`src/rtl/elevator_scheduler_if.sv`:
```
// Purpose : call/sensor inputs and motor/door/status outputs of the elevator scheduler.
// Latency : plain wires, no storage.
// Backpressure: none; calls are level signals that the scheduler latches.
// Ports   : cab_req/hall_up/hall_dn/floor_sensor/door_hold toward the controller;
//           ac/display/door_open/busy/fault back from it.
interface elevator_scheduler_if #(
   parameter int N_FLOORS = 3,
   parameter int FLOOR_W  = 2
);
   logic [N_FLOORS-1:0] cab_req;
   logic [N_FLOORS-1:0] hall_up;
   logic [N_FLOORS-1:0] hall_dn;
   logic [N_FLOORS-1:0] floor_sensor;
   logic                door_hold;
   logic [1:0]          ac;
   logic [FLOOR_W-1:0]  display;
   logic                door_open;
   logic                busy;
   logic                fault;

   // controller side
   modport slave (
      input  cab_req, hall_up, hall_dn, floor_sensor, door_hold,
      output ac, display, door_open, busy, fault
   );

   // building / stimulus side
   modport master (
      output cab_req, hall_up, hall_dn, floor_sensor, door_hold,
      input  ac, display, door_open, busy, fault
   );
endinterface

```
`src/rtl/elevator_scheduler.sv`:
```
// Purpose : single-car SCAN elevator controller with door timer and movement watchdog.
// Latency : a call latched at edge k is acted on at edge k+1; all outputs are registered state.
// Backpressure: none; calls are held in pending registers until served.
// Ports   : clk, rst_n (synchronous, active low); bus = elevator_scheduler_if.slave
//           (cab/hall calls, one-hot floor sensors, door_hold in; ac, display, door_open, busy, fault out).
module elevator_scheduler #(
   parameter int N_FLOORS     = 3,
   parameter int FLOOR_W      = 2,
   parameter int DOOR_CYCLES  = 8,
   parameter int MOVE_TIMEOUT = 64
) (
   input  logic                 clk,
   input  logic                 rst_n,
   elevator_scheduler_if.slave  bus
);
   localparam int CNT_W = $clog2(DOOR_CYCLES + 1);
   localparam int WD_W  = $clog2(MOVE_TIMEOUT + 1);
   // top floor has no up button, ground floor has no down button
   localparam logic [N_FLOORS-1:0] UP_MASK = {1'b0, {(N_FLOORS-1){1'b1}}};
   localparam logic [N_FLOORS-1:0] DN_MASK = {{(N_FLOORS-1){1'b1}}, 1'b0};

   typedef enum logic [2:0] {S_IDLE, S_MOVE_UP, S_MOVE_DN, S_DOOR, S_FAULT} state_t;

   state_t              state_q, state_d;
   logic [FLOOR_W-1:0]  cur_floor_q, cur_floor_d;
   logic                dir_up_q, dir_up_d;
   logic [N_FLOORS-1:0] pend_cab_q, pend_cab_d;
   logic [N_FLOORS-1:0] pend_up_q, pend_up_d;
   logic [N_FLOORS-1:0] pend_dn_q, pend_dn_d;
   logic [CNT_W-1:0]    door_cnt_q, door_cnt_d;
   logic [WD_W-1:0]     wdog_q, wdog_d;

   logic [N_FLOORS-1:0] pend_all, cab_in, up_in, dn_in, here_mask;
   logic [N_FLOORS-1:0] clr_cab, clr_up, clr_dn, door_mask;
   logic [FLOOR_W-1:0]  hit_idx, door_floor;
   logic                enter_door, door_dir_up, beyond;

   function automatic logic any_above(input logic [N_FLOORS-1:0] v, input logic [FLOOR_W-1:0] f);
      logic r;
      r = 1'b0;
      for (int i = 0; i < N_FLOORS; i++)
         if (i > int'(f)) r = r | v[i];
      return r;
   endfunction

   function automatic logic any_below(input logic [N_FLOORS-1:0] v, input logic [FLOOR_W-1:0] f);
      logic r;
      r = 1'b0;
      for (int i = 0; i < N_FLOORS; i++)
         if (i < int'(f)) r = r | v[i];
      return r;
   endfunction

   always_comb begin
      state_d     = state_q;
      cur_floor_d = cur_floor_q;
      dir_up_d    = dir_up_q;
      door_cnt_d  = door_cnt_q;
      wdog_d      = wdog_q;
      clr_cab     = '0;
      clr_up      = '0;
      clr_dn      = '0;
      door_mask   = '0;
      enter_door  = 1'b0;
      door_floor  = cur_floor_q;
      door_dir_up = dir_up_q;
      beyond      = 1'b0;
      hit_idx     = '0;

      pend_all  = pend_cab_q | pend_up_q | pend_dn_q;
      here_mask = N_FLOORS'(1) << cur_floor_q;

      // Calls at the open-door floor are served by the open door, so never latch them.
      cab_in = bus.cab_req;
      up_in  = bus.hall_up & UP_MASK;
      dn_in  = bus.hall_dn & DN_MASK;
      if (state_q == S_DOOR) begin
         cab_in = cab_in & ~here_mask;
         up_in  = up_in  & ~here_mask;
         dn_in  = dn_in  & ~here_mask;
      end

      for (int i = 0; i < N_FLOORS; i++)
         if (bus.floor_sensor[i]) hit_idx = FLOOR_W'(i);

      case (state_q)
         S_IDLE: begin
            if (pend_all[cur_floor_q]) begin
               enter_door = 1'b1;
            end else if (any_above(pend_all, cur_floor_q) &&
                         (dir_up_q || !any_below(pend_all, cur_floor_q))) begin
               state_d  = S_MOVE_UP;
               dir_up_d = 1'b1;
               wdog_d   = '0;
            end else if (any_below(pend_all, cur_floor_q)) begin
               state_d  = S_MOVE_DN;
               dir_up_d = 1'b0;
               wdog_d   = '0;
            end
         end
         S_MOVE_UP, S_MOVE_DN: begin
            if (bus.floor_sensor == '0) begin
               wdog_d = wdog_q + 1'b1;
               if (wdog_d == WD_W'(MOVE_TIMEOUT)) state_d = S_FAULT;
            end else if (!$onehot(bus.floor_sensor) ||
                         ((state_q == S_MOVE_UP) && (hit_idx != cur_floor_q + 1'b1)) ||
                         ((state_q == S_MOVE_DN) && (hit_idx + 1'b1 != cur_floor_q))) begin
               // skipped floor, wrong direction or multi-hot sensor
               state_d = S_FAULT;
            end else begin
               cur_floor_d = hit_idx;
               wdog_d      = '0;
               door_floor  = hit_idx;
               if (state_q == S_MOVE_UP) begin
                  door_dir_up = 1'b1;
                  enter_door  = pend_cab_q[hit_idx] || pend_up_q[hit_idx] ||
                                !any_above(pend_all, hit_idx) ||
                                (hit_idx == FLOOR_W'(N_FLOORS-1));
               end else begin
                  door_dir_up = 1'b0;
                  enter_door  = pend_cab_q[hit_idx] || pend_dn_q[hit_idx] ||
                                !any_below(pend_all, hit_idx) || (hit_idx == '0);
               end
            end
         end
         S_DOOR: begin
            if (bus.door_hold) begin
               door_cnt_d = CNT_W'(DOOR_CYCLES-1);
            end else if (door_cnt_q != '0) begin
               door_cnt_d = door_cnt_q - 1'b1;
            end else begin
               // keep sweeping the same way if possible, else reverse, else rest
               wdog_d = '0;
               if (dir_up_q ? any_above(pend_all, cur_floor_q) : any_below(pend_all, cur_floor_q)) begin
                  state_d = dir_up_q ? S_MOVE_UP : S_MOVE_DN;
               end else if (dir_up_q ? any_below(pend_all, cur_floor_q) : any_above(pend_all, cur_floor_q)) begin
                  state_d  = dir_up_q ? S_MOVE_DN : S_MOVE_UP;
                  dir_up_d = !dir_up_q;
               end else begin
                  state_d = S_IDLE;
               end
            end
         end
         S_FAULT: state_d = S_FAULT;
         default: state_d = S_FAULT;
      endcase

      if (enter_door) begin
         state_d    = S_DOOR;
         door_cnt_d = CNT_W'(DOOR_CYCLES-1);
         door_mask  = N_FLOORS'(1) << door_floor;
         clr_cab    = door_mask;
         if (door_dir_up) clr_up = door_mask;
         else             clr_dn = door_mask;
         // nobody left ahead: the car will reverse or rest, so both hall calls are served
         beyond = door_dir_up ? any_above(pend_all, door_floor) : any_below(pend_all, door_floor);
         if (!beyond) begin
            clr_up = door_mask;
            clr_dn = door_mask;
         end
      end

      // clear beats a same-edge set
      pend_cab_d = (pend_cab_q | cab_in) & ~clr_cab;
      pend_up_d  = (pend_up_q  | up_in)  & ~clr_up;
      pend_dn_d  = (pend_dn_q  | dn_in)  & ~clr_dn;
   end

   always_ff @(posedge clk) begin
      if (!rst_n) begin
         state_q     <= S_IDLE;
         cur_floor_q <= '0;
         dir_up_q    <= 1'b1;
         pend_cab_q  <= '0;
         pend_up_q   <= '0;
         pend_dn_q   <= '0;
         door_cnt_q  <= '0;
         wdog_q      <= '0;
      end else begin
         state_q     <= state_d;
         cur_floor_q <= cur_floor_d;
         dir_up_q    <= dir_up_d;
         pend_cab_q  <= pend_cab_d;
         pend_up_q   <= pend_up_d;
         pend_dn_q   <= pend_dn_d;
         door_cnt_q  <= door_cnt_d;
         wdog_q      <= wdog_d;
      end
   end

   assign bus.ac        = (state_q == S_MOVE_UP) ? 2'b10 :
                          (state_q == S_MOVE_DN) ? 2'b01 : 2'b00;
   assign bus.display   = cur_floor_q + 1'b1;
   assign bus.door_open = (state_q == S_DOOR);
   assign bus.busy      = (state_q != S_IDLE);
   assign bus.fault     = (state_q == S_FAULT);
endmodule

```
`src/flat_wrapper.sv`:
```
// flat-port wrapper written by rule: the top's interface ports become plain ports
module elevator_scheduler_flat 
#(
   parameter int N_FLOORS     = 3,
   parameter int FLOOR_W      = 2,
   parameter int DOOR_CYCLES  = 8,
   parameter int MOVE_TIMEOUT = 64
)
  (clk, rst_n, bus_cab_req, bus_hall_up, bus_hall_dn, bus_floor_sensor, bus_door_hold, bus_ac, bus_display, bus_door_open, bus_busy, bus_fault);
  elevator_scheduler_if #(.N_FLOORS(N_FLOORS), .FLOOR_W(FLOOR_W)) bus_i ();
  input  logic clk;
  input  logic rst_n;
  input wire logic [$bits(bus_i.cab_req)-1:0] bus_cab_req;
  input wire logic [$bits(bus_i.hall_up)-1:0] bus_hall_up;
  input wire logic [$bits(bus_i.hall_dn)-1:0] bus_hall_dn;
  input wire logic [$bits(bus_i.floor_sensor)-1:0] bus_floor_sensor;
  input wire logic [$bits(bus_i.door_hold)-1:0] bus_door_hold;
  output wire logic [$bits(bus_i.ac)-1:0] bus_ac;
  output wire logic [$bits(bus_i.display)-1:0] bus_display;
  output wire logic [$bits(bus_i.door_open)-1:0] bus_door_open;
  output wire logic [$bits(bus_i.busy)-1:0] bus_busy;
  output wire logic [$bits(bus_i.fault)-1:0] bus_fault;
  assign bus_i.cab_req = bus_cab_req;
  assign bus_i.hall_up = bus_hall_up;
  assign bus_i.hall_dn = bus_hall_dn;
  assign bus_i.floor_sensor = bus_floor_sensor;
  assign bus_i.door_hold = bus_door_hold;
  assign bus_ac = bus_i.ac;
  assign bus_display = bus_i.display;
  assign bus_door_open = bus_i.door_open;
  assign bus_busy = bus_i.busy;
  assign bus_fault = bus_i.fault;
  elevator_scheduler #(.N_FLOORS(N_FLOORS), .FLOOR_W(FLOOR_W), .DOOR_CYCLES(DOOR_CYCLES), .MOVE_TIMEOUT(MOVE_TIMEOUT)) u_core (.clk(clk), .rst_n(rst_n), .bus(bus_i));
endmodule
```
`config.mk`:
```
export PLATFORM = sky130hd
export DESIGN_NAME = elevator_scheduler_flat
export DESIGN_NICKNAME = d
export VERILOG_FILES = /design/src/rtl/elevator_scheduler_if.sv /design/src/rtl/elevator_scheduler.sv /design/src/flat_wrapper.sv
export SDC_FILE = /design/constraint.sdc
export NUM_CORES = 1
export LEC_CHECK = 0
export ABC_AREA = 1
export CORE_AREA = 2 2 66 68
export CTS_CLUSTER_DIAMETER = 100
export DETAILED_ROUTE_END_ITERATION = 7
export DIE_AREA = 0 0 68 70
export PLACE_DENSITY = 0.66
export SYNTH_ARGS = -nofsm -noshare
export SYNTH_HDL_FRONTEND = slang
export SYNTH_SLANG_ARGS = --single-unit
```
`constraint.sdc`:
```
create_clock -name clk -period 2.45 [get_ports clk]
set_input_delay 0.245 -clock clk [delete_from_list [all_inputs] [get_ports clk]]
set_output_delay 0.245 -clock clk [all_outputs]
set_load 0.05 [all_outputs]
```
After elaboration in Yosys (flattened, before gate mapping)
Cells that the tools add are included.
Widths: inputs -> output; s select.
{"block": "classes", "addsub": 6, "magnitude_cmp": 17, "n_eq_ne": 24, "shift": 2, "muxes": 173, "n_bitwise": 33, "n_reduce_logical": 35}
{"operator": "$mux 1", "n": 126}
{"operator": "$mux 3", "n": 22}
{"operator": "$mux 7", "n": 7}
{"operator": "$pmux 7 s3", "n": 1}
{"operator": "$reduce_and 6->1", "n": 3}
{"operator": "$or 1x1->1", "n": 17}
{"operator": "$mux 2", "n": 8}
{"operator": "$and 3x3->3", "n": 5}
{"operator": "$or 3x3->3", "n": 5}
{"operator": "$lt 1x2->1 const A", "n": 6}
{"operator": "$ne 3x2->1 const B", "n": 4}
{"operator": "$not 3->3", "n": 4}
{"operator": "$logic_or 1x1->1", "n": 9}
{"operator": "$pmux 3 s3", "n": 1}
{"operator": "$reduce_bool 3->1", "n": 3}
{"operator": "$bmux 1 s2", "n": 4}
{"operator": "$mux 4", "n": 2}
{"operator": "$ne 2x2->1 const B", "n": 4}
{"operator": "$ne 4x1->1 const B", "n": 2}
{"operator": "$add 7x1->7 const B", "n": 1}
{"operator": "$eq 7x7->1 const B", "n": 1}
{"operator": "$reduce_and 7->1", "n": 1}
{"operator": "$eq 3x2->1 const B", "n": 2}
{"operator": "$gt 1x2->1 const A", "n": 3}
{"operator": "other kinds (28)", "n": 49}
{"block": "totals", "regBits": 26, "input_bits": 15}

Logic depth before layout (Yosys ltp)
Gate-level depths: netlist of run 1.
{"block": "logic_depth", "depth_word": 40, "ltp_mapped": 17, "depth_no_buf": 17}

Least setup slack after synthesis of run 1
Ideal clock, no wire load.
{"block": "synth_path", "path_type": "reg2reg", "startpoint": "reg u_core.cur_floor_q[0]", "endpoint": "reg u_core.pend_dn_q[0]", "setup_time_ns": 0.124, "arrival_ns": 2.467, "t_required_ns": 2.326, "slack_ns": -0.141, "stages_incl_launch_ff": 14, "path_buffers": 0, "period_less_slack_ns": 2.591, "cell_sequence": "dfxtp_1 > inv_1 > ha_1 > inv_1 > nand2_1 > nand2_1 > nand2_1 > nand2_1 > nor2_4 > nand3_4 > o21bai_2 > inv_2 > nor2_1 > a21oi_1"}
{"block": "synth_via", "elab_chain_cells": 22, "word_cells_on_any_way": 49}
{"item": "from (decl)", "line": "elevator_scheduler.sv:25", "text": "logic [FLOOR_W-1:0] cur_floor_q, cur_floor_d;"}
{"item": "from (signal assigned)", "line": "elevator_scheduler.sv:181", "text": "cur_floor_q <= cur_floor_d;"}
{"item": "$add 2x1->2 *"}
{"item": "via bus_display[0]", "line": "flat_wrapper.sv:19", "text": "output wire logic [$bits(bus_i.display)-1:0] bus_display;"}
{"item": "$ne 2x2->1 *", "line": "elevator_scheduler.sv:106", "text": "((state_q == S_MOVE_UP) && (hit_idx != cur_floor_q + 1'b1)) ||"}
{"item": "$logic_and 1x1->1 *", "line": "elevator_scheduler.sv:106"}
{"item": "$logic_or 1x1->1 *", "line": "elevator_scheduler.sv:105", "text": "end else if (!$onehot(bus.floor_sensor) ||"}
{"item": "$logic_or 1x1->1 *", "line": "elevator_scheduler.sv:106"}
{"item": "$mux 2", "line": "elevator_scheduler.sv:105"}
{"item": "$mux 2", "line": "elevator_scheduler.sv:102", "text": "if (bus.floor_sensor == '0) begin"}
{"item": "(+7 left out)"}
{"item": "$or 1x1->1", "line": "elevator_scheduler.sv:50", "text": "if (i < int'(f)) r = r | v[i];"}
{"item": "$mux 1", "line": "elevator_scheduler.sv:50"}
{"item": "$mux 1", "line": "elevator_scheduler.sv:148", "text": "if (enter_door) begin"}
{"item": "$mux 1", "line": "elevator_scheduler.sv:156", "text": "beyond = door_dir_up ? any_above(pend_all, door_floor) : any_below(pend_all, door_floor);"}
{"item": "$mux 3", "line": "elevator_scheduler.sv:157", "text": "if (!beyond) begin"}
{"item": "$mux 3 *", "line": "elevator_scheduler.sv:148"}
{"item": "$not 3->3 *", "line": "elevator_scheduler.sv:166", "text": "pend_dn_d = (pend_dn_q | dn_in) & ~clr_dn;"}
{"item": "$and 3x3->3 *", "line": "elevator_scheduler.sv:166"}
{"item": "to (signal assigned)", "line": "elevator_scheduler.sv:185", "text": "pend_dn_q <= pend_dn_d;"}
{"item": "to (decl)", "line": "elevator_scheduler.sv:29", "text": "logic [N_FLOORS-1:0] pend_dn_q, pend_dn_d;"}
The timed path passes the listed nets; every way through them passes the cells marked *. The select of a mux whose other input is x is not followed.
A chain may end at the register's enable or synchronous reset.

Final worst setup path of run 1
{"block": "layout_path", "startpoint": "in bus_floor_sensor[1]", "endpoint": "reg u_core.state_q[1]"}
{"block": "layout_via", "elab_chain_cells": 29, "word_cells_on_any_way": 77}
{"item": "from (decl)", "line": "flat_wrapper.sv:16", "text": "input wire logic [$bits(bus_i.floor_sensor)-1:0] bus_floor_sensor;"}
{"item": "$mux 1", "line": "elevator_scheduler.sv:84", "text": "if (bus.floor_sensor[i]) hit_idx = FLOOR_W'(i);"}
{"item": "$mux 2", "line": "elevator_scheduler.sv:84"}
{"item": "$lt 1x2->1", "line": "elevator_scheduler.sv:50"}
{"item": "$mux 1", "line": "elevator_scheduler.sv:50"}
{"item": "$mux 1", "line": "elevator_scheduler.sv:114", "text": "if (state_q == S_MOVE_UP) begin"}
{"item": "$mux 1", "line": "elevator_scheduler.sv:105"}
{"item": "$mux 1", "line": "elevator_scheduler.sv:102"}
{"item": "$mux 1", "line": "elevator_scheduler.sv:86", "text": "case (state_q)"}
{"item": "(+13 left out)"}
{"item": "$logic_or 1x1->1", "line": "elevator_scheduler.sv:121", "text": "enter_door = pend_cab_q[hit_idx] || pend_dn_q[hit_idx] ||"}
{"item": "$logic_or 1x1->1", "line": "elevator_scheduler.sv:122", "text": "!any_below(pend_all, hit_idx) || (hit_idx == '0);"}
{"item": "$mux 1", "line": "elevator_scheduler.sv:114"}
{"item": "$mux 1", "line": "elevator_scheduler.sv:105"}
{"item": "$mux 1", "line": "elevator_scheduler.sv:102"}
{"item": "$pmux 1 s2", "line": "elevator_scheduler.sv:86"}
{"item": "$ne 4x3->1 (no source line) (tied with other cells)"}
{"item": "$reduce_and 6->1 (no source line)"}
{"item": "to (signal assigned)", "line": "elevator_scheduler.sv:180", "text": "state_q <= state_d;"}
{"item": "to (decl)", "line": "elevator_scheduler.sv:24", "text": "state_t state_q, state_d;"}
Several ways; a longest one is shown, not always the timed one. The select of a mux whose other input is x is not followed.

==> results of run 1 <==
==> worst max-delay path: stages <==
cell and delay, ns:
clkdlybuf4s50_1 0.48, inv_1 0.07, fa_1 0.45, nor2_1 0.12, nand2_1 0.10, nor2_4 0.16
nand3_4 0.13, o21bai_2 0.27, inv_2 0.06, buf_4 0.15, a31oi_1 0.17
==> kinds of logic after synthesis <==
logic type | share of synthesized area [%]
AND/OR/NAND/NOR | 35.87
AO/OA/AOI/OAI | 16.84
buffers and inverters | 9.937
flip-flops | 29.32
adder cells (fa/ha/maj) | 6.060
XOR/XNOR | 1.973
==> area by class of cell <==
class	count	area [um2]	area share, %
Clock buffer	3	41.29	1.872
Tap cell	52	65.06	2.950
Timing Repair Buffer	36	317.8	14.41
Inverter	45	168.9	7.657
Sequential cell	26	521.8	23.65
Multi-Input combinational cell	203	1091	49.46
==> sequential cells by signal, indices dropped and copies added, names as in the netlist <==
register            count
u_core.dir_up_q         1
u_core.wdog_q           7
u_core.pend_up_q        3
u_core.door_cnt_q       4
u_core.pend_cab_q       3
u_core.cur_floor_q      2
u_core.pend_dn_q        3
u_core.state_q          3
==> cell usage after synthesis <==
master | instances | area share, %
inv_1 | 36 | 7.6
ha_1 | 7 | 4.9
a31oi_2 | 1 | 0.70
nor3_1 | 8 | 2.3
fa_1 | 1 | 1.1
o21ai_2 | 2 | 0.99
o21ai_1 | 2 | 0.56
nand2_1 | 73 | 15
nor3_4 | 1 | 0.92
dfxtp_1 | 26 | 29
nand3_2 | 1 | 0.56
or2_0 | 1 | 0.35
nor2_1 | 28 | 5.9
nand4_1 | 4 | 1.4
inv_2 | 9 | 1.9
nand3_4 | 1 | 0.99
nand2_2 | 5 | 1.8
clkbuf_1 | 2 | 0.42
nor2_4 | 2 | 1.3
nor2_2 | 2 | 0.70
or2_2 | 3 | 1.1
nor4_2 | 1 | 0.70
nand3_1 | 9 | 2.5
o21ai_0 | 15 | 4.2
o31ai_1 | 1 | 0.42
a21oi_1 | 25 | 7.0
o21bai_2 | 1 | 0.63
o211ai_1 | 1 | 0.42
a21oi_2 | 3 | 1.5
xor2_1 | 4 | 2.0
a31oi_1 | 1 | 0.35
==> how the worst min path moves through the flow <==
stage	startpoint	end	slack [ns]
finish	u_core.pend_dn_q[0]$_SDFF_PN0_	u_core.pend_dn_q[0]$_SDFF_PN0_	0.44
global route	u_core.pend_up_q[2]$_SDFF_PN0_	u_core.pend_up_q[2]$_SDFF_PN0_	0.47
CTS	u_core.pend_dn_q[0]$_SDFF_PN0_	u_core.pend_dn_q[0]$_SDFF_PN0_	0.44
detailed placement	u_core.pend_dn_q[0]$_SDFF_PN0_	u_core.pend_dn_q[0]$_SDFF_PN0_	0.42
global placement	u_core.pend_dn_q[0]$_SDFF_PN0_	u_core.pend_dn_q[0]$_SDFF_PN0_	0.42
floorplan	bus_cab_req[2]	u_core.pend_cab_q[2]$_SDFF_PN0_	0.40
==> timing repair <==
| item | in CTS | in global routing |
|---|---|---|
| hold buffers | 0 | 0 |
| buffers inserted | 0 | 0 |
| endpoints found under the setup margin | 0 | 2 |
| gates resized for setup | 0 | 1 |
==> per-layer routing <==
layer / GRT usage (%) / share of wire (%) / up-vias
li1: - / - / 953
met1: 26.30 / 50 / 770
met2: 30.20 / 45 / 34
met3: 4.348 / 4.3 / 2
met4: 3.111 / 0.27 / 0
met5: 0 / 0 / -
==> where the power goes <==
group / switching [uW] / total (uW) / leakage, uW / internal (uW)
Sequential: 83.8 / 595 / 0.000214 / 511
Combinational: 868 / 1350 / 0.000830 / 479
Clock: 137 / 248 / 0.0000216 / 110
==> metrics by stage <==
stage	total power, uW	hold slack, ns
global route	2389	0.4740
CTS	2199	0.4380
floorplan	1555	0.4035
detailed placement	1946	0.4247
global placement	1933	0.4190
finish	2190	0.4377
==> metrics.txt, run 1 <==
Worst EP required 2.65 ns; global route total overflow 0; Post-Place Cells 362; routability cong. 0.8977; CTS sink count 26; #FFs+latches synth 26; Cell Rows 24; reg2reg start u_core.cur_floor_q[0]$_SDFF_PN0_; Yosys cell types 31; Worst Setup Start Kind input port; clk buf depth 2; post-route cell area 2206 um2; via count 1759; post-route minimum period 2.220 ns; final setup margin 0.2302 ns; IO Count 22; Avg Inst Size Synth 6.433 um2; Final Skew 0.002076 ns; worst reg2reg endpoint u_core.state_q[1]$_SDFFE_PN0P_; Finished Layout Cells 365; area of the mapped netlist 1775 um2; PortBufs 19; detailed-router iteration count before antenna repair 5; Area growth, synth to finish 24.24%; status finished, final reports clean; Pins Over Slew Limit 0; TritonCTS clock tree built; commonest cells after routing, fill and taps aside 73 x nand2_1, 36 x inv_1, 28 x nor2_1; Slew headroom 66.41%; Critical Path End u_core.state_q[1]$_SDFFE_PN0P_; drt drc 0; DR iter-0 viols 94; clock latency on the worst-skew pair 0.27 ns; fillers 438; Worst Setup SP bus_floor_sensor[1]; final design utilization 53.23%; final hold vios 0; commonest non-fill, non-tap cell in the layout nand2_1; Setup-failing EPs final 0; RSZ-0062 raised after global routing no; vias in the first global route 1644; DIE HEIGHT 70 um; Post-DP HPWL 3.288 mm; CP Data Arrival Time 2.42 ns; setup TNS 0 ns; Initial Util 42.84%; max cap viols 0; clk root buf clkbuf_8; kind of end point of the critical path register; worst-path fanout max 6; reg2reg setup slack 0.32 ns; Mapped Nets 299; first-pass GRT wire length 7.120 mm; Routed WL 4.113 mm; yosys warns 0; vias per cell 4.819; critical setup path kind input port to register; total core area 4144 um2; Synth Instances 276; initial antenna violation count 0; Seq/Total Area, Yosys 29.32%; ANT nets after route 0; Worst IR Drop VDD 0.5728 mV; Worst Hold Class register to register; gr usage total 18.97%; Antenna diodes 0; Place WS -0.05171 ns; wire per inst 11.27 um; DP Area 2163 um2; power density over the cells 993.0 nW/um2; pin slew with the least headroom to its limit 0.5022 ns; WHS Path Cells 2; share of cells above drive strength 1 17.25%; Reg clk slew, reported paths 0.09 ns; die width 68 um; CTS Buf Count 3; Fmax 450.5 MHz; static leakage 0.001065 uW; reg2reg path depth 13; fin nets 338; Final period util 90.61%; H-tree depth 1; area of the die 4760 um2; largest net degree at the start of global routing 14
(Power assumes the default switching activity.)
==> run 2, diff against run 1 <==
--- a/config.mk
+++ b/config.mk
@@ -7,9 +7,10 @@
 export LEC_CHECK = 0
 export ABC_AREA = 1
 export CORE_AREA = 2 2 66 68
-export CTS_CLUSTER_DIAMETER = 100
+export CTS_CLUSTER_DIAMETER = 150
 export DETAILED_ROUTE_END_ITERATION = 7
 export DIE_AREA = 0 0 68 70
+export MAX_ROUTING_LAYER = met4
 export PLACE_DENSITY = 0.66
 export SYNTH_ARGS = -nofsm -noshare
 export SYNTH_HDL_FRONTEND = slang
==> run 2 against run 1 <==
Net effect: die area unchanged; maximum frequency about the same; final cell count unchanged; combinational power about the same; setup slack about the same; clock skew about the same; critical path depth unchanged; flip-flop and latch count unchanged; core utilization unchanged; sequential power about the same; routed wire length unchanged; largest power group unchanged.
==> metrics.txt, run 2 (synthesized netlist as in run 1, its figures left out) <==
status finished, final reports clean; slowest cell delay on critical path 0.48 ns (about the same); wire per inst 11.27 um (unchanged); share of cells above drive strength 1 17.25% (unchanged); Pins Over Slew Limit 0 (unchanged); DIE HEIGHT 70 um (unchanged); CTS sink count 26 (unchanged); Initial Util 42.84% (unchanged); fin nets 338 (unchanged); via count 1746 (-0.74%); vias per cell 4.784 (-0.74%); max cap viols 0 (unchanged); CTS Buf Count 3 (unchanged); Post-CTS Setup Inserts 0 (unchanged); initial antenna violation count 0 (unchanged); slowest library cell on the worst path clkdlybuf4s50_1; fillers 438 (unchanged); power density over the cells 991.9 nW/um2 (-0.10%); worst-path fanout max 6 (unchanged); gr usage total 19.48% (+0.51 points); kind of end point of the critical path register; drt drc 0 (unchanged); final hold vios 0 (unchanged); Reg clk slew, reported paths 0.09 ns (about the same); IO Count 22 (unchanged); first-pass GRT wire length 7.120 mm (unchanged); setup TNS 0 ns (unchanged); RSZ-0062 raised after global routing no; critical setup path kind input port to register; Gate power share 61.5% (about the same); Net Sw Power 1087 uW (-0.21%); commonest non-fill, non-tap cell in the layout nand2_1; Pwr Total 2188 uW (-0.10%); Antenna diodes 0 (unchanged); routability cong. 0.9130 (+1.7%); WHS Path Cells 2 (unchanged); die width 68 um (unchanged); CP Cell Sequence clkdlybuf4s50_1 > inv_1 > fa_1 > nor2_1 > nand2_1 > nor2_4 > nand3_4 > o21bai_2 > inv_2 > buf_4 > a31oi_1; ANT nets after route 0 (unchanged); biggest regs u_core.wdog_q x7, u_core.door_cnt_q x4; Crit path max-delay family buffers and inverters; P_int 1101 uW (about the same); clk buf depth 2 (unchanged); pin slew with the least headroom to its limit 0.5045 ns (+0.002274 ns); reg2reg path depth 13 (unchanged); Final Skew 0.001921 ns (-0.0001551 ns); DR iter-0 viols 94 (unchanged); largest reg by FF count u_core.wdog_q; largest net degree at the start of global routing 14 (unchanged); Post-Place Cells 362 (unchanged); Slew headroom 66.26% (-0.15 points); Setup-failing EPs final 0 (unchanged); TritonCTS clock tree built; Post-DP HPWL 3.288 mm (unchanged); WP buf/inv 4 (unchanged); post-route minimum period 2.220 ns (+0.0003500 ns); clock share of power 11.3% (about the same); Post-CTS Resized 0 (unchanged); sw frac 49.68% (-0.053 points); PortBufs 19 (unchanged); Area growth, synth to finish 24.24% (unchanged); vias in the first global route 1644 (unchanged); total core area 4144 um2 (unchanged); Worst path depth 11 (unchanged); detailed-router iteration count before antenna repair 4 (-1); Routed WL 4.113 mm (unchanged); Worst EP required 2.65 ns (about the same); Final period util 90.62% (about the same); Worst Hold Class register to register; max reg flops 7 (unchanged); Worst Setup Start Kind input port; final design utilization 53.23% (unchanged); Finished Layout Cells 365 (unchanged); Cell Rows 24 (unchanged); clock latency on the worst-skew pair 0.27 ns (about the same); Hold-fix buffers, CTS 0 (unchanged); commonest cells after routing, fill and taps aside 73 x nand2_1, 36 x inv_1, 28 x nor2_1; clk root buf clkbuf_8; global route total overflow 0 (unchanged); static leakage 0.001065 uW (unchanged); Fmax 450.4 MHz (about the same); H-tree depth 1 (unchanged); CP Data Arrival Time 2.42 ns (about the same); area of the die 4760 um2 (unchanged); Worst IR Drop VDD 0.5726 mV (about the same); Reg power frac 27.2% (about the same)
-- run 2: worst paths after layout --
| kind | slack [ns] | start | to |
|---|---|---|---|
| worst max register to register | 0.32 | u_core.cur_floor_q[0]$_SDFF_PN0_ | u_core.state_q[1]$_SDFFE_PN0P_ |
| worst min register to register | 0.44 | u_core.pend_dn_q[0]$_SDFF_PN0_ | u_core.pend_dn_q[0]$_SDFF_PN0_ |
| worst min-delay path | 0.44 | u_core.pend_dn_q[0]$_SDFF_PN0_ | u_core.pend_dn_q[0]$_SDFF_PN0_ |
| worst max-delay path | 0.23 | bus_floor_sensor[1] | u_core.state_q[1]$_SDFFE_PN0P_ |
-- run 2: power by group through the flow --
| stage | Clock (uW) | Combinational [uW] | Sequential (uW) |
|---|---|---|---|
| global placement | 0 | 1330 | 603 |
| floorplan | 0 | 970 | 586 |
| CTS | 254 | 1350 | 594 |
| global route | 270 | 1510 | 604 |
| detailed placement | 0 | 1340 | 604 |
| finish | 247 | 1350 | 595 |
-- run 2: layout make-up --
type,instances,area [um2],share of cell area (%)
Tap cell,52,65.06,2.950
Sequential cell,26,521.8,23.65
Clock buffer,3,41.29,1.872
Timing Repair Buffer,36,317.8,14.41
Multi-Input combinational cell,203,1091,49.46
Inverter,45,168.9,7.657
-- run 2: per-layer routing --
layer	routed length, um	vias up	global-route usage [%]
li1	-	953	-
met1	2074	759	26.50
met2	1854	32	30.20
met3	172	2	4.026
met4	11	0	3.111
met5	0	-	-
-- run 2: worst register-to-register path: stages (launching register included) --
cell and delay (ns):
dfxtp_2 0.40, inv_1 0.14, ha_4 0.31, inv_1 0.04
nand2_1 0.05, nand2_1 0.04, nand2_1 0.05, nand2_1 0.08
nor2_4 0.16, nand3_4 0.13, o21bai_2 0.27, inv_2 0.06
buf_4 0.15, a31oi_1 0.17
-- run 2: stage by stage --
step	hold slack (ns)	worst slack [ns]	instance area [um2]
floorplan	0.4035	0.08938	1788
global placement	0.4190	-0.04429	2163
detailed placement	0.4247	-0.05171	2163
CTS	0.4380	0.1673	2205
global route	0.4740	0.03885	2206
finish	0.4377	0.2298	2206
==> run 3, diff against run 2 <==
--- a/config.mk
+++ b/config.mk
@@ -6,12 +6,14 @@
 export NUM_CORES = 1
 export LEC_CHECK = 0
 export ABC_AREA = 1
+export ABC_CLOCK_PERIOD_IN_PS = 2450
 export CORE_AREA = 2 2 66 68
 export CTS_CLUSTER_DIAMETER = 150
 export DETAILED_ROUTE_END_ITERATION = 7
 export DIE_AREA = 0 0 68 70
 export MAX_ROUTING_LAYER = met4
 export PLACE_DENSITY = 0.66
+export SKIP_CTS_REPAIR_TIMING = 1
 export SYNTH_ARGS = -nofsm -noshare
 export SYNTH_HDL_FRONTEND = slang
 export SYNTH_SLANG_ARGS = --single-unit
==> constraint.sdc (replaced) <==
create_clock -name clk -period 2.45 [get_ports clk]
set_input_delay 0.245 -clock clk [delete_from_list [all_inputs] [get_ports clk]]
set_output_delay 0.245 -clock clk [all_outputs]
set_load 0.02 [all_outputs]
==> run 3 against run 2 <==
Net effect: setup slack gained 0.023 ns; global-route usage grew 0.21 points; first-iteration DRC count grew 18%; highest routed layer unchanged; critical endpoint is now u_core.pend_dn_q[0]$_SDFF_PN0_; largest power group unchanged; critical path depth is the same.
==> metrics.txt, run 3 (synthesized netlist as in run 1, its figures left out) <==
area taken by multi-input logic gates 1079 um2 (-1.1%); gr usage total 19.69% (+0.21 points); Slew headroom 64.76% (-1.5 points); die width 68 um (unchanged); pin slew with the least headroom to its limit 0.5280 ns (+0.02348 ns); largest net degree at the start of global routing 16 (+2); DR iter-0 viols 111 (+18%); Hold Path End u_core.pend_up_q[2]$_SDFF_PN0_; Area growth, synth to finish 24.74%; vias in the first global route 1720 (+4.6%); total core area 4144 um2 (unchanged); commonest non-fill, non-tap cell in the layout nand2_1; DIE HEIGHT 70 um (unchanged); CTS Buf Count 3 (unchanged); WHS 0.4405 ns (+0.002779 ns); power density over the cells 986.7 nW/um2 (-0.53%); area of the die 4760 um2 (unchanged); biggest regs u_core.wdog_q x7, u_core.door_cnt_q x4; RSZ-0062 raised after global routing no; fillers 429 (-2.1%); drt drc 0 (unchanged); clock latency on the worst-skew pair 0.28 ns (about the same); largest reg by FF count u_core.wdog_q; max reg flops 7 (unchanged); Setup-failing EPs final 0 (unchanged); HP Start u_core.pend_up_q[2]$_SDFF_PN0_; post-route minimum period 2.197 ns (-0.02338 ns); Worst Hold Class register to register; static leakage 0.001074 uW (+0.82%); reg2reg setup slack 0.37 ns (+0.05 ns); Routed WL 4.129 mm (+0.39%); reg2reg path depth 13 (unchanged); final setup margin 0.2532 ns (+0.02338 ns); routability cong. 0.9359 (+2.5%); PortBufs 19 (unchanged); Fmax 455.2 MHz (+1.1%); Antenna diodes 0 (unchanged); vias per cell 4.962 (+3.7%); kind of end point of the critical path register; first-pass GRT wire length 7.182 mm (+0.87%); final hold vios 0 (unchanged); Initial Util 42.84% (unchanged); Worst IR Drop VDD 0.5917 mV (+3.3%); Worst EP required 2.62 ns (-0.03 ns); via count 1811 (+3.7%); max cap viols 0 (unchanged); status finished, final reports clean; Final Skew 0.007737 ns (+0.005816 ns); critical setup path kind input port to register; Cell Rows 24 (unchanged); share of cells above drive strength 1 16.61% (-0.64 points); register area 520.5 um2 (-0.24%); Post-Place Cells 361 (-0.28%); worst-path fanout max 6 (unchanged); clk root buf clkbuf_8; detailed-router iteration count before antenna repair 4 (unchanged); reg2reg start u_core.cur_floor_q[0]$_SDFF_PN0_; initial antenna violation count 0 (unchanged); Final period util 89.67% (-0.95 points); H-tree depth 1 (unchanged); clk buf depth 2 (unchanged); Place WS -0.03093 ns (+0.02078 ns); Pwr Total 2185 uW (-0.14%); Post-DP HPWL 3.231 mm (-1.7%); TritonCTS clock tree built; worst reg2reg endpoint u_core.pend_dn_q[0]$_SDFF_PN0_; CP Data Arrival Time 2.36 ns (-0.06 ns); Pins Over Slew Limit 0 (unchanged); commonest cells after routing, fill and taps aside 73 x nand2_1, 36 x inv_1, 28 x nor2_1; Reg clk slew, reported paths 0.10 ns (about the same); ANT nets after route 0 (unchanged); CTS sink count 26 (unchanged); global route total overflow 0 (unchanged); IO Count 22 (unchanged); Worst Setup Start Kind input port; WHS Path Cells 2 (unchanged); wire per inst 11.31 um (+0.39%); fin nets 337 (-0.30%); Finished Layout Cells 365 (unchanged)
## run 3: where the power goes
part,internal [uW],switching [uW]
Clock,219,143
Combinational,474,751
Sequential,511,87.2
## run 3: worst max path at each step
stage                                      to  cells past startpoint                        startpoint  slack, ns
5_1_grt        u_core.pend_dn_q[0]$_SDFF_PN0_                     10               bus_floor_sensor[0]       0.04
6_report       u_core.pend_dn_q[0]$_SDFF_PN0_                     11               bus_floor_sensor[1]       0.25
2_1_floorplan  u_core.pend_dn_q[0]$_SDFF_PN0_                     13  u_core.cur_floor_q[0]$_SDFF_PN0_       0.23
3_3_place_gp   u_core.pend_up_q[0]$_SDFF_PN0_                     11               bus_floor_sensor[0]      -0.02
3_5_place_dp   u_core.pend_dn_q[0]$_SDFF_PN0_                     11               bus_floor_sensor[0]      -0.03
4_1_cts        u_core.state_q[1]$_SDFFE_PN0P_                     11               bus_floor_sensor[0]       0.26
## run 3: through the flow
step,util (%),setup TNS (ns),area (um2)
global placement,51.72,-0.05706,2143
CTS,53.44,0,2215
floorplan,-,0,1775
global route,53.44,0,2215
finish,53.44,0,2215
detailed placement,51.72,-0.1151,2143
## run 3: critical path: stages
cell             delay [ns]
clkdlybuf4s50_1        0.48
inv_1                  0.07
fa_1                   0.46
nor2_1                 0.11
nand2_1                0.09
nor2_4                 0.15
nand3_4                0.12
o21ai_2                0.24
nand2_2                0.09
nor2_1                 0.20
a21oi_1                0.10
## run 3: layout make-up
class	instances	area share, %
clock buffer	3	1.864
clock inverter	1	1.356
inverter	45	7.627
multi-input combinational	203	48.70
sequential	26	23.50
tap	52	2.938
timing repair buffer	35	14.01
## run 3: metal layers
layer  part of all wire, %  global-route usage (%)
met4                   1.5                   6.889
met2                    44                   30.10
met1                    48                   25.98
met3                   5.6                   3.382
met5                     0                       -
